==> config.mk <==
export PLATFORM = sky130hd
export DESIGN_NAME = sp_ram_param
export DESIGN_NICKNAME = d
export VERILOG_FILES = /design/src/rtl/sp_ram_param.sv
export SDC_FILE = /design/constraint.sdc
export NUM_CORES = 1
export LEC_CHECK = 0
export CORE_MARGIN = 4
export CORE_UTILIZATION = 35
export DETAILED_ROUTE_END_ITERATION = 10
export MAX_ROUTING_LAYER = met4
export SYNTH_ARGS = -nofsm -noshare
export SYNTH_HDL_FRONTEND = slang
export SYNTH_SLANG_ARGS = --single-unit
==> constraint.sdc <==
create_clock -name clk -period 3.48 [get_ports clk]
set_input_delay 0.87 -clock clk [delete_from_list [all_inputs] [get_ports clk]]
set_output_delay 0.87 -clock clk [all_outputs]
set_load 0.03 [all_outputs]
==> src/rtl/sp_ram_param.sv <==
// -----------------------------------------------------------------------------
// sp_ram_param
//
// Parametrised single-port synchronous RAM with a hardware clear sequencer.
// After every reset the sequencer sweeps the whole array and writes zero to
// each location, one location per clock. While the sweep runs, busy is high
// and all accesses are ignored. The RAM therefore always starts from a known
// all-zero state.
//
// Parameters
//   DATA_W   data width in bits (>= 1)
//   ADDR_W   address width; DEPTH = 2**ADDR_W locations
//   WR_MODE  data returned on a write access:
//              0 read-first  (old contents, rvalid=1)
//              1 write-first (new data,     rvalid=1)
//              2 no-change   (rdata holds,  rvalid=0)
//   OUT_REG  1 adds a pipeline register on rdata/rvalid (+1 cycle latency)
//
// Ports
//   clk     in   1       clock, rising edge
//   rst     in   1       synchronous, active-high reset
//   en      in   1       access enable
//   we      in   1       1 = write, 0 = read (qualified by en)
//   addr    in   ADDR_W  location
//   wdata   in   DATA_W  write data
//   rdata   out  DATA_W  read data (holds between accesses)
//   rvalid  out  1       one-cycle strobe: rdata updated by an access
//   busy    out  1       clear sweep in progress; accesses are ignored
// -----------------------------------------------------------------------------
module sp_ram_param #(
    parameter int DATA_W  = 8,
    parameter int ADDR_W  = 4,
    parameter int WR_MODE = 0,
    parameter int OUT_REG = 0
) (
    input  logic              clk,
    input  logic              rst,
    input  logic              en,
    input  logic              we,
    input  logic [ADDR_W-1:0] addr,
    input  logic [DATA_W-1:0] wdata,
    output logic [DATA_W-1:0] rdata,
    output logic              rvalid,
    output logic              busy
);

    localparam int DEPTH = 1 << ADDR_W;

    // The clear pointer is one bit wider than the address so that it
    // never wraps; the sweep ends when it holds the last address.
    localparam logic [ADDR_W:0] PTR_ZERO = {(ADDR_W + 1){1'b0}};
    localparam logic [ADDR_W:0] PTR_ONE  = {{ADDR_W{1'b0}}, 1'b1};
    localparam logic [ADDR_W:0] PTR_LAST = {1'b0, {ADDR_W{1'b1}}};

    localparam logic [DATA_W-1:0] DATA_ZERO = {DATA_W{1'b0}};

    localparam logic [1:0] WR_MODE_L = WR_MODE[1:0];

    typedef enum logic [0:0] {
        ST_CLEAR = 1'b0,
        ST_READY = 1'b1
    } state_e;

    // -------------------------------------------------------------------------
    // State
    // -------------------------------------------------------------------------
    logic [DATA_W-1:0] mem_q [0:DEPTH-1];

    state_e            state_q;
    logic [ADDR_W:0]   clr_ptr_q;
    logic              busy_q;
    logic [DATA_W-1:0] rdata_q;
    logic              rvalid_q;

    // -------------------------------------------------------------------------
    // Access decode and memory write port
    // -------------------------------------------------------------------------
    logic              acc_s;
    logic              acc_wr_s;
    logic              acc_rd_s;
    logic              mem_we_s;
    logic [ADDR_W-1:0] mem_waddr_s;
    logic [DATA_W-1:0] mem_wdata_s;
    logic [DATA_W-1:0] mem_rdata_s;

    // Qualify user accesses: only in READY with the sweep finished.
    always_comb begin
        acc_s    = (state_q == ST_READY) && en && !busy_q;
        acc_wr_s = acc_s && we;
        acc_rd_s = acc_s && !we;
    end

    // The array is read before the edge, so a write cycle sees the old
    // contents here (needed for read-first mode).
    assign mem_rdata_s = mem_q[addr];

    // Select the single write port source: the clear sweep or a user write.
    always_comb begin
        mem_we_s    = 1'b0;
        mem_waddr_s = {ADDR_W{1'b0}};
        mem_wdata_s = DATA_ZERO;
        if (rst) begin
            // Memory is left untouched while reset is held.
            mem_we_s = 1'b0;
        end else if (state_q == ST_CLEAR) begin
            mem_we_s    = 1'b1;
            mem_waddr_s = clr_ptr_q[ADDR_W-1:0];
            mem_wdata_s = DATA_ZERO;
        end else if (acc_wr_s) begin
            mem_we_s    = 1'b1;
            mem_waddr_s = addr;
            mem_wdata_s = wdata;
        end else begin
            mem_we_s = 1'b0;
        end
    end

    // Storage array; no reset so it maps onto RAM macros.
    always_ff @(posedge clk) begin
        if (mem_we_s) begin
            mem_q[mem_waddr_s] <= mem_wdata_s;
        end
    end

    // -------------------------------------------------------------------------
    // Control FSM with registered rdata/rvalid/busy
    // -------------------------------------------------------------------------
    // CLEAR sweeps every location, READY serves accesses.
    always_ff @(posedge clk) begin
        if (rst) begin
            state_q   <= ST_CLEAR;
            clr_ptr_q <= PTR_ZERO;
            busy_q    <= 1'b1;
            rdata_q   <= DATA_ZERO;
            rvalid_q  <= 1'b0;
        end else begin
            case (state_q)
                ST_CLEAR: begin
                    // rdata holds its last value; only the strobe is dropped.
                    rvalid_q  <= 1'b0;
                    clr_ptr_q <= clr_ptr_q + PTR_ONE;
                    if (clr_ptr_q == PTR_LAST) begin
                        state_q <= ST_READY;
                        busy_q  <= 1'b0;
                    end
                end
                ST_READY: begin
                    if (acc_wr_s) begin
                        case (WR_MODE_L)
                            2'd0: begin
                                rdata_q  <= mem_rdata_s;
                                rvalid_q <= 1'b1;
                            end
                            2'd1: begin
                                rdata_q  <= wdata;
                                rvalid_q <= 1'b1;
                            end
                            default: begin
                                // No-change: rdata keeps the previous read.
                                rvalid_q <= 1'b0;
                            end
                        endcase
                    end else if (acc_rd_s) begin
                        rdata_q  <= mem_rdata_s;
                        rvalid_q <= 1'b1;
                    end else begin
                        rvalid_q <= 1'b0;
                    end
                end
                default: begin
                    // Unreachable encoding: recover by restarting the sweep.
                    state_q   <= ST_CLEAR;
                    clr_ptr_q <= PTR_ZERO;
                    busy_q    <= 1'b1;
                    rvalid_q  <= 1'b0;
                end
            endcase
        end
    end

    assign busy = busy_q;

    // -------------------------------------------------------------------------
    // Optional output pipeline stage
    // -------------------------------------------------------------------------
    if (OUT_REG != 0) begin : g_out_reg
        logic [DATA_W-1:0] rdata_p_q;
        logic              rvalid_p_q;

        // Delay rdata/rvalid by one cycle; zeroed by reset like the first stage.
        always_ff @(posedge clk) begin
            if (rst) begin
                rdata_p_q  <= DATA_ZERO;
                rvalid_p_q <= 1'b0;
            end else begin
                rdata_p_q  <= rdata_q;
                rvalid_p_q <= rvalid_q;
            end
        end

        assign rdata  = rdata_p_q;
        assign rvalid = rvalid_p_q;
    end else begin : g_out_direct
        assign rdata  = rdata_q;
        assign rvalid = rvalid_q;
    end

endmodule

Word-level counts from Yosys, hierarchy flattened
Memories as Yosys holds them, arrays and structs flattened.
Index checks and enable logic that the tools add are counted.
- register bits: 16
- latch bits: 0
- bits in writable memories: 128
- memory bits (read-only): 0
- output and inout port bits: 10
- memories: 1
- add/sub/neg operators: 1
- multiply operators: 0
- divide/modulo/power cells: 0
- $lt $le $gt $ge: 0
- eq/ne operators: 1
- shift operators: 0
- mux-type cells: 18
- bitwise operators: 1
- reduce and logical (&&, ||, !) cells: 9
- memories (name ; words ; bits a word ; rd ports ; clocked after memory_dff ; wr ports ; RTL line ; text):
    mem_q ; 16 ; 8 ; 1 ; 0 ; 1 ; 67 ; logic [DATA_W-1:0] mem_q [0:DEPTH-1];
- operators by type and width (cell ; number):
    $mux 8 ; 5
    $mux 4 ; 3
    $mux 1 ; 9
    $add 5x1->5 const B ; 1
    $eq 5x4->1 const B ; 1
    $logic_and 1x1->1 ; 4
    $reduce_and 2->1 ; 2
    $logic_not 1->1 ; 2
    $pmux 1 s2 ; 1
    $reduce_bool 2->1 ; 1
    $not 1->1 ; 1

Longest topological paths before layout
Gate-level depths: netlist (run 1).
- depth after elaboration: 8
- gate-level depth with buffers: 6
- gate-level depth less buffers: 6

Worst setup path before layout (run 1)
No wires, ideal clock.
- path kind: input to register
- start point: in addr[0]
- end point: mem mem_q[7][0] (enable)
- library setup time: 0.385 ns
- data arrival time: 2.442 ns
- data required time: 3.095 ns
- setup slack: 0.653 ns
- stages: 5
- path buffers: 2
- path through: buf_2 buf_6 a31oi_1 or3_1 nor3b_1
- cells in the longest elaborated chain, start to end: 3
- ends and longest elaborated chain (what ; RTL line ; text):
    start: declaration ; 40 ; input logic [ADDR_W-1:0] addr,
    $mux 4 ; 109 ; end else if (acc_wr_s) begin
    $mux 4 ; 105 ; end else if (state_q == ST_CLEAR) begin
    $mux 4 ; 102 ; if (rst) begin
    end: declaration ; 67 ;
Every way passes these cells.

Final worst setup path (run 1)
- start point: in addr[2]
- end point: mem mem_q[2][3] (enable)
Same word-level chain as after synthesis.

==> results of run 1 <==
==> power by group through the flow <==
stage / logic [W] / registers, W / clock network [W]
floorplan: 0.0000906 / 0.00191 / 0
global placement: 0.000144 / 0.00192 / 0
global route: 0.000155 / 0.00188 / 0.00176
CTS: 0.000146 / 0.00188 / 0.00169
detailed placement: 0.000145 / 0.00192 / 0
finish: 0.000143 / 0.00188 / 0.00166
==> cell usage in the layout (no fill, tap or decap), types with 3 or more instances in the layout <==
master and count:
sky130_fd_sc_hd__edfxtp_1 128, sky130_fd_sc_hd__buf_4 39, sky130_fd_sc_hd__mux4_2 25, sky130_fd_sc_hd__clkdlybuf4s50_1 25
sky130_fd_sc_hd__nor2_1 24, sky130_fd_sc_hd__clkbuf_16 17, sky130_fd_sc_hd__dfxtp_1 16, sky130_fd_sc_hd__mux2i_1 11
sky130_fd_sc_hd__and3_1 9, sky130_fd_sc_hd__nand2_1 7, sky130_fd_sc_hd__mux4_1 7, sky130_fd_sc_hd__nor2b_1 6
sky130_fd_sc_hd__mux2_2 6, sky130_fd_sc_hd__a22oi_1 6, sky130_fd_sc_hd__o21ai_1 6, sky130_fd_sc_hd__clkinv_2 6
sky130_fd_sc_hd__nand3b_1 4, sky130_fd_sc_hd__clkbuf_1 4, sky130_fd_sc_hd__a31oi_1 3, sky130_fd_sc_hd__or3_1 3
sky130_fd_sc_hd__a21o_1 3, sky130_fd_sc_hd__nor3_1 3, sky130_fd_sc_hd__clkbuf_8 3
==> metrics by stage <==
step                      power (W)  cells
after floorplan             0.00201    306
after global placement      0.00206    570
after detailed placement    0.00206    570
after CTS                   0.00372    602
after global routing        0.00380    602
final                       0.00368    602
==> critical path, stage by stage <==
cell and delay [ns]:
sky130_fd_sc_hd__clkdlybuf4s50_1 0.68, sky130_fd_sc_hd__nor2_1 0.30, sky130_fd_sc_hd__a211oi_1 0.13, sky130_fd_sc_hd__buf_4 0.20
sky130_fd_sc_hd__nor2_1 0.68
==> per-layer routing <==
layer / routed length, um / track usage / up-vias
met5: 0 / - / -
met2: 6060 / 0.222 / 106
met3: 652 / 0.0311 / 17
met4: 225 / 0.0649 / 0
li1: - / - / 1372
met1: 5610 / 0.206 / 1589
==> sequential cells by signal, summed over array words and instances (netlist names) <==
signal and cells:
clr_ptr_q 5, rdata 8, state_q 1, rvalid 1, busy 1, mem_q 128
==> cell families (layout without fill, tap and decap cells) <==
| family | count (synthesis) | in the layout | share of synthesized area |
|---|---|---|---|
| DFF | 144 | 144 | 0.725 |
| xor gates and xnor gates | 2 | 2 | 0.00305 |
| and+or+nand+nor | 64 | 64 | 0.0568 |
| AOI/OAI and AO/OA | 26 | 26 | 0.0307 |
| muxes | 49 | 49 | 0.161 |
| buffers and inverters | 19 | 99 | 0.0194 |
| adders and majority gates | 2 | 2 | 0.00435 |
==> area by class of cell <==
class,count,area [sq um],area share
sequential,144,4160,0.594
multi-input combinational,143,1470,0.210
timing repair buffer,64,543,0.0775
clock buffer,24,482,0.0688
tap,216,270,0.0386
clock inverter,8,63.8,0.00911
inverter,3,11.3,0.00161
==> worst min-delay path by stage <==
stage | start | endpoint | cells past startpoint
CTS | rdata[6] | rdata[6] | 2
finish | rdata[6] | rdata[6] | 2
floorplan | clr_ptr_q[4] | clr_ptr_q[4] | 2
global route | rdata[3] | rdata[3] | 2
global placement | clr_ptr_q[4] | clr_ptr_q[4] | 2
detailed placement | rdata[6] | rdata[6] | 2
==> impl_results.rst, run 1 <==
.. list-table::
   :header-rows: 1

   * - Metric
     - Value
   * - Result of the run
     - complete, no violations
   * - Synth top cells by count
     - 128 x sky130_fd_sc_hd__edfxtp_1, 25 x sky130_fd_sc_hd__mux4_2, 24 x sky130_fd_sc_hd__nor2_1
   * - Wire length after detailed routing
     - 12600 um
   * - Filler cell count in the final layout
     - 1406
   * - Count of pins over their slew limit
     - 0
   * - Clock-pin slew on the worst setup and hold paths
     - 0.05 ns
   * - Post-Syn Area per Cell
     - 18.8 sq um
   * - Final Skew
     - 0.00853 ns
   * - Most common cell in the netlist
     - sky130_fd_sc_hd__edfxtp_1
   * - Clock period minus final worst setup slack
     - 2.84 ns
   * - Count of antenna-violating nets left after detailed routing
     - 0
   * - Design Area, Final
     - 0.00700 sq mm
   * - Kind of path behind the tightest hold check
     - reg2reg
   * - Root Buffer Master
     - sky130_fd_sc_hd__clkbuf_16
   * - Endpoint required time on the critical path
     - 3.51 ns
   * - Number of distinct library cells after synthesis
     - 37
   * - Share of flip-flops with an asynchronous set or reset
     - 0
   * - Setup slack, reg-to-reg
     - 0.89 ns
   * - Area growth, synth to finish
     - 21.9%
   * - Worst setup path category
     - in2reg
   * - Launching point of the worst reg2reg path
     - state_q
   * - Synth Cell Area
     - 0.00575 sq mm
   * - Core box area
     - 0.0160 sq mm
   * - Total die area
     - 0.0185 sq mm
   * - Timing startpoint of the critical path
     - addr[2]
   * - Average detailed-routed wire length per instance
     - 20.9 um
   * - Top FF cell, synth
     - sky130_fd_sc_hd__edfxtp_1
   * - P_int
     - 0.00297 W
   * - Power Dens Cells
     - 526 mW/mm^2
   * - FMAX
     - 0.352 GHz
   * - Max IR drop VDD
     - 0.000362 V
   * - I/O pin total
     - 26
   * - Cell type contributing the most total cell area after synthesis
     - sky130_fd_sc_hd__edfxtp_1
   * - Via count of the first global-routing pass
     - 3080
   * - First-pass GRT wire length
     - 19400 um
   * - Buffers inserted during post-CTS setup optimization
     - 0
   * - Synthesized netlist cell count
     - 306
   * - DRT Pass-1 Iters
     - 4
   * - Clk sink count
     - 144
   * - Total CTS buffers
     - 17
   * - R2R cell count
     - 4
   * - Number of flops mapped to enable cells by yosys
     - 128
   * - Switching power share of the total
     - 0.193
   * - Launching element type of the critical path
     - primary input
   * - Number of warnings issued by yosys
     - 0
   * - Switching power summed over all nets
     - 0.000709 W
   * - Setup slack of the critical path after layout
     - 0.642 ns
   * - Hold Buf Count CTS
     - 0
   * - Worst slew margin relative to its limit
     - 0.391
   * - Worst Path Max Fanout
     - 9
   * - Proportion of synthesized chip area in sequential cells
     - 0.725
   * - DR vias
     - 3084
   * - Antenna violations before repair
     - 0
   * - Number of H-tree levels
     - 4
   * - Fraction of layout cells with a size suffix above 1
     - 0.256
   * - Number of nets in the finished design
     - 391
   * - DIE HEIGHT
     - 136 um
   * - Post-detailed-placement half-perimeter wirelength
     - 8600 um
   * - Register bit count reported by yosys
     - 144
   * - Part of the cycle the worst path needs
     - 0.816
   * - Part of the power in combinational logic
     - 0.039
   * - Arrival time of data at the critical path endpoint
     - 2.87 ns
   * - Via count normalized by instance count
     - 5.12
   * - Hold Vio Cnt, Final
     - 0
   * - Total routing usage reported by global routing
     - 0.152
   * - Port Buffers
     - 25
   * - Largest cells by area after synthesis
     - sky130_fd_sc_hd__edfxtp_1 67%, sky130_fd_sc_hd__mux4_2 9.8%, sky130_fd_sc_hd__dfxtp_1 5.6%
   * - Clock Path Buffers
     - 2
   * - Starting Density
     - 0.359
   * - Power share of the sequential group
     - 0.511
   * - Post-detailed-route DRC marker count
     - 0
   * - Number of cell rows
     - 46
   * - Capture point of the critical path
     - mem_q[2][3]
   * - Share of the core filled with cells in the final layout
     - 0.438
   * - Initial drt markers
     - 283
   * - Clock group share of total power
     - 0.450
   * - Top-area cell type share of the netlist area
     - 0.669
   * - Synthesized Nets
     - 324
   * - Transition time at the pin with the least slew margin
     - 0.910 ns
   * - Post-route worst hold slack
     - 0.501 ns
   * - Unrepaired setup endpoints after global routing
     - no
   * - Clock tree from TritonCTS
     - yes
   * - Pin count of the biggest net entering global routing
     - 24
   * - Total negative setup slack
     - 0 ns
   * - Worst reg2reg endpoint
     - mem_q[1][1]
   * - Post-Place Cell Area
     - 0.00646 sq mm
   * - Reported max-cap violation count
     - 0
   * - Gp weighted congestion
     - 0.884
   * - Post-placement worst setup slack
     - 0.184 ns
   * - Cell leakage power
     - 2.66 nW
   * - Antenna Cells
     - 0
   * - Clock latency on the worst-skew pair
     - 0.41 ns
   * - Horizontal die dimension
     - 136 um
   * - Critical path endpoint category
     - flop
   * - Setup violations, final
     - 0
   * - Quantity of gates resized following cts
     - 0
   * - Residual overflow from global routing
     - 0
(Power assumes the default switching activity.)
==> run 2, diff against run 1 <==
==> constraint.sdc (replaced) <==
create_clock -name clk -period 2.6 [get_ports clk]
set_input_delay 0.65 -clock clk [delete_from_list [all_inputs] [get_ports clk]]
set_output_delay 0.65 -clock clk [all_outputs]
set_load 0.03 [all_outputs]
==> run 2 against run 1 <==
- critical path depth up 1
- sequential share of layout area down 0.90 points
- clock skew down 0.0010 ns
==> impl_results.rst, run 2 (synthesis gave the netlist of run 1 again) <==
.. list-table::
   :header-rows: 1

   * - Metric
     - Value
   * - CP Cell Sequence
     - buf_4 > nor2b_1 > a31oi_1 > nand3b_1 > nor3b_1 > buf_4
   * - Largest Register
     - mem_q
   * - Quantity of gates resized following cts
     - 0
   * - DRT Pass-1 Iters
     - 5
   * - Max IR drop VDD
     - 0.000494 V
   * - DIE HEIGHT
     - 136 um
   * - Design Area, Final
     - 0.00711 sq mm
   * - Clock-pin slew on the worst setup and hold paths
     - 0.06 ns
   * - Gp weighted congestion
     - 0.843
   * - Switching power summed over all nets
     - 0.00103 W
   * - Horizontal die dimension
     - 136 um
   * - Via count of the first global-routing pass
     - 3163
   * - Highest metal used
     - met4
   * - Critical path's most frequent cell
     - sky130_fd_sc_hd__buf_4
   * - P_int
     - 0.00417 W
   * - Number of flip-flops under the largest register name
     - 128
   * - I/O pin total
     - 26
   * - Result of the run
     - complete, no violations
   * - Number of H-tree levels
     - 4
   * - Hold Vio Cnt, Final
     - 0
   * - Unrepaired setup endpoints after global routing
     - no
   * - Cell family contributing the most delay on the critical path
     - flip-flops
   * - Number of nets in the finished design
     - 393
   * - Slowest CP cell
     - sky130_fd_sc_hd__dfxtp_1
   * - Cell leakage power
     - 2.71 nW
   * - Clock tree from TritonCTS
     - yes
   * - Worst slew margin relative to its limit
     - 0.419
   * - Count of pins over their slew limit
     - 0
   * - Critical path endpoint category
     - flop
   * - Post-detailed-route DRC marker count
     - 0
   * - Residual overflow from global routing
     - 0
   * - Met1 WL
     - 5320 um
   * - Total negative setup slack
     - 0 ns
   * - Average detailed-routed wire length per instance
     - 19.6 um
   * - Largest stage delay on the critical path
     - 0.71 ns
   * - Clock period minus final worst setup slack
     - 2.35 ns
   * - Final Skew
     - 0.00750 ns
   * - Root Buffer Master
     - sky130_fd_sc_hd__clkbuf_16
   * - Count of antenna-violating nets left after detailed routing
     - 0
   * - Power share of the sequential group
     - 0.483
   * - Part of the power in combinational logic
     - 0.038
   * - Critical Path Stages
     - 6
   * - Endpoint required time on the critical path
     - 2.72 ns
   * - Pin count of the biggest net entering global routing
     - 22
   * - Clock latency on the worst-skew pair
     - 0.42 ns
   * - Worst setup path category
     - reg2reg
   * - Reported max-cap violation count
     - 0
   * - Antenna violations before repair
     - 0
   * - Power Dens Cells
     - 732 mW/mm^2
   * - Part of the cycle the worst path needs
     - 0.905
   * - Launching element type of the critical path
     - flop
   * - Fraction of layout cells with a size suffix above 1
     - 0.276
   * - DR vias
     - 3059
   * - Total buffers and inverters traversed by the critical path
     - 2
   * - Number of standard cells in the final layout excluding fillers
     - 604
   * - Initial drt markers
     - 285
   * - Antenna Cells
     - 0
   * - Post-Place Cell Area
     - 0.00650 sq mm
   * - Launching point of the worst reg2reg path
     - state_q
   * - Clock Path Buffers
     - 2
   * - Post-detailed-placement half-perimeter wirelength
     - 8050 um
   * - Number of cell rows
     - 46
   * - Most common cell after layout, fill and taps aside
     - sky130_fd_sc_hd__edfxtp_1
   * - Hold Path Cell Cnt
     - 2
   * - Arrival time of data at the critical path endpoint
     - 2.47 ns
   * - Worst Path Max Fanout
     - 20
   * - Starting Density
     - 0.359
   * - Core box area
     - 0.0160 sq mm
   * - Clock group share of total power
     - 0.478
   * - Transition time at the pin with the least slew margin
     - 0.870 ns
   * - Min-delay src
     - clr_ptr_q[4]
   * - Via count normalized by instance count
     - 5.06
   * - First-pass GRT wire length
     - 18500 um
   * - Timing startpoint of the critical path
     - state_q
   * - Commonest cells after routing, fill and taps aside
     - 128 x sky130_fd_sc_hd__edfxtp_1, 39 x sky130_fd_sc_hd__buf_4, 25 x sky130_fd_sc_hd__mux4_2, 24 x sky130_fd_sc_hd__nor2_1, 24 x sky130_fd_sc_hd__clkdlybuf4s50_1
   * - R2R cell count
     - 6
   * - Clk sink count
     - 144
   * - Switching power share of the total
     - 0.198
   * - Filler cell count in the final layout
     - 1418
   * - Total CTS buffers
     - 17
   * - Wire length after detailed routing
     - 11800 um
   * - Met3 wire len
     - 593 um
   * - FMAX
     - 0.425 GHz
   * - Total length of routed met2 wires
     - 5800 um
   * - Total die area
     - 0.0185 sq mm
   * - Hold Buf Count CTS
     - 0
   * - Total routing usage reported by global routing
     - 0.141
   * - Area growth, synth to finish
     - 23.8%
   * - Port Buffers
     - 25
   * - Buffers inserted during post-CTS setup optimization
     - 0
   * - Dpl cells
     - 572
   * - Setup violations, final
     - 0
   * - Kind of path behind the tightest hold check
     - reg2reg
[run 2: changes by cell type in the layout (fill, tap and decap cells not counted), sizes merged]
cell and change:
clkbuf -4, clkdlybuf4s50 -1, clkinv -2, bufinv +2
inv +3, buf +3, clkinvlp +1
[run 2: through the flow]
step	utilization	hold WS, ns	setup slack [ns]	total power, W
3_3_place_gp	0.406	0.470	-0.0632	0.00276
4_1_cts	0.444	0.490	0.231	0.00525
2_1_floorplan	-	0.454	0.181	0.00268
5_1_grt	0.444	0.528	0.0574	0.00538
6_report	0.444	0.488	0.248	0.00521
3_5_place_dp	0.406	0.476	-0.0996	0.00277
[run 2: tightest hold or removal path, cell delays in order, from the launching register on]
cell and delay [ns]:
sky130_fd_sc_hd__dfxtp_1 0.32, sky130_fd_sc_hd__a21oi_1 0.06, sky130_fd_sc_hd__nor2_1 0.07
[run 2: area by class of cell]
type,count,area (sq um),area share
multi-input combinational,143,1480,0.207
timing repair buffer,66,578,0.0813
inverter,3,11.3,0.00158
sequential,144,4160,0.586
clock inverter,12,156,0.0220
tap,216,270,0.0380
clock buffer,20,457,0.0642
[run 2: final timing paths]
| kind | slack [ns] | to |
|---|---|---|
| min | 0.49 | clr_ptr_q[4] |
| max | 0.25 | mem_q[14][1] |
| max reg2reg | 0.25 | mem_q[14][1] |
| min reg2reg | 0.49 | clr_ptr_q[4] |
[run 2: metal layers]
layer,vias to the layer above,GRT usage
li1,1375,-
met1,1586,0.184
met2,85,0.217
met3,13,0.0444
met4,0,0.0353
met5,-,-
[run 2: power groups by stage]
stage / logic [W] / registers [W] / clock network (W)
global placement: 0.000200 / 0.00256 / 0
CTS: 0.000204 / 0.00252 / 0.00253
floorplan: 0.000121 / 0.00256 / 0
global route: 0.000217 / 0.00252 / 0.00265
finish: 0.000200 / 0.00252 / 0.00249
detailed placement: 0.000203 / 0.00257 / 0
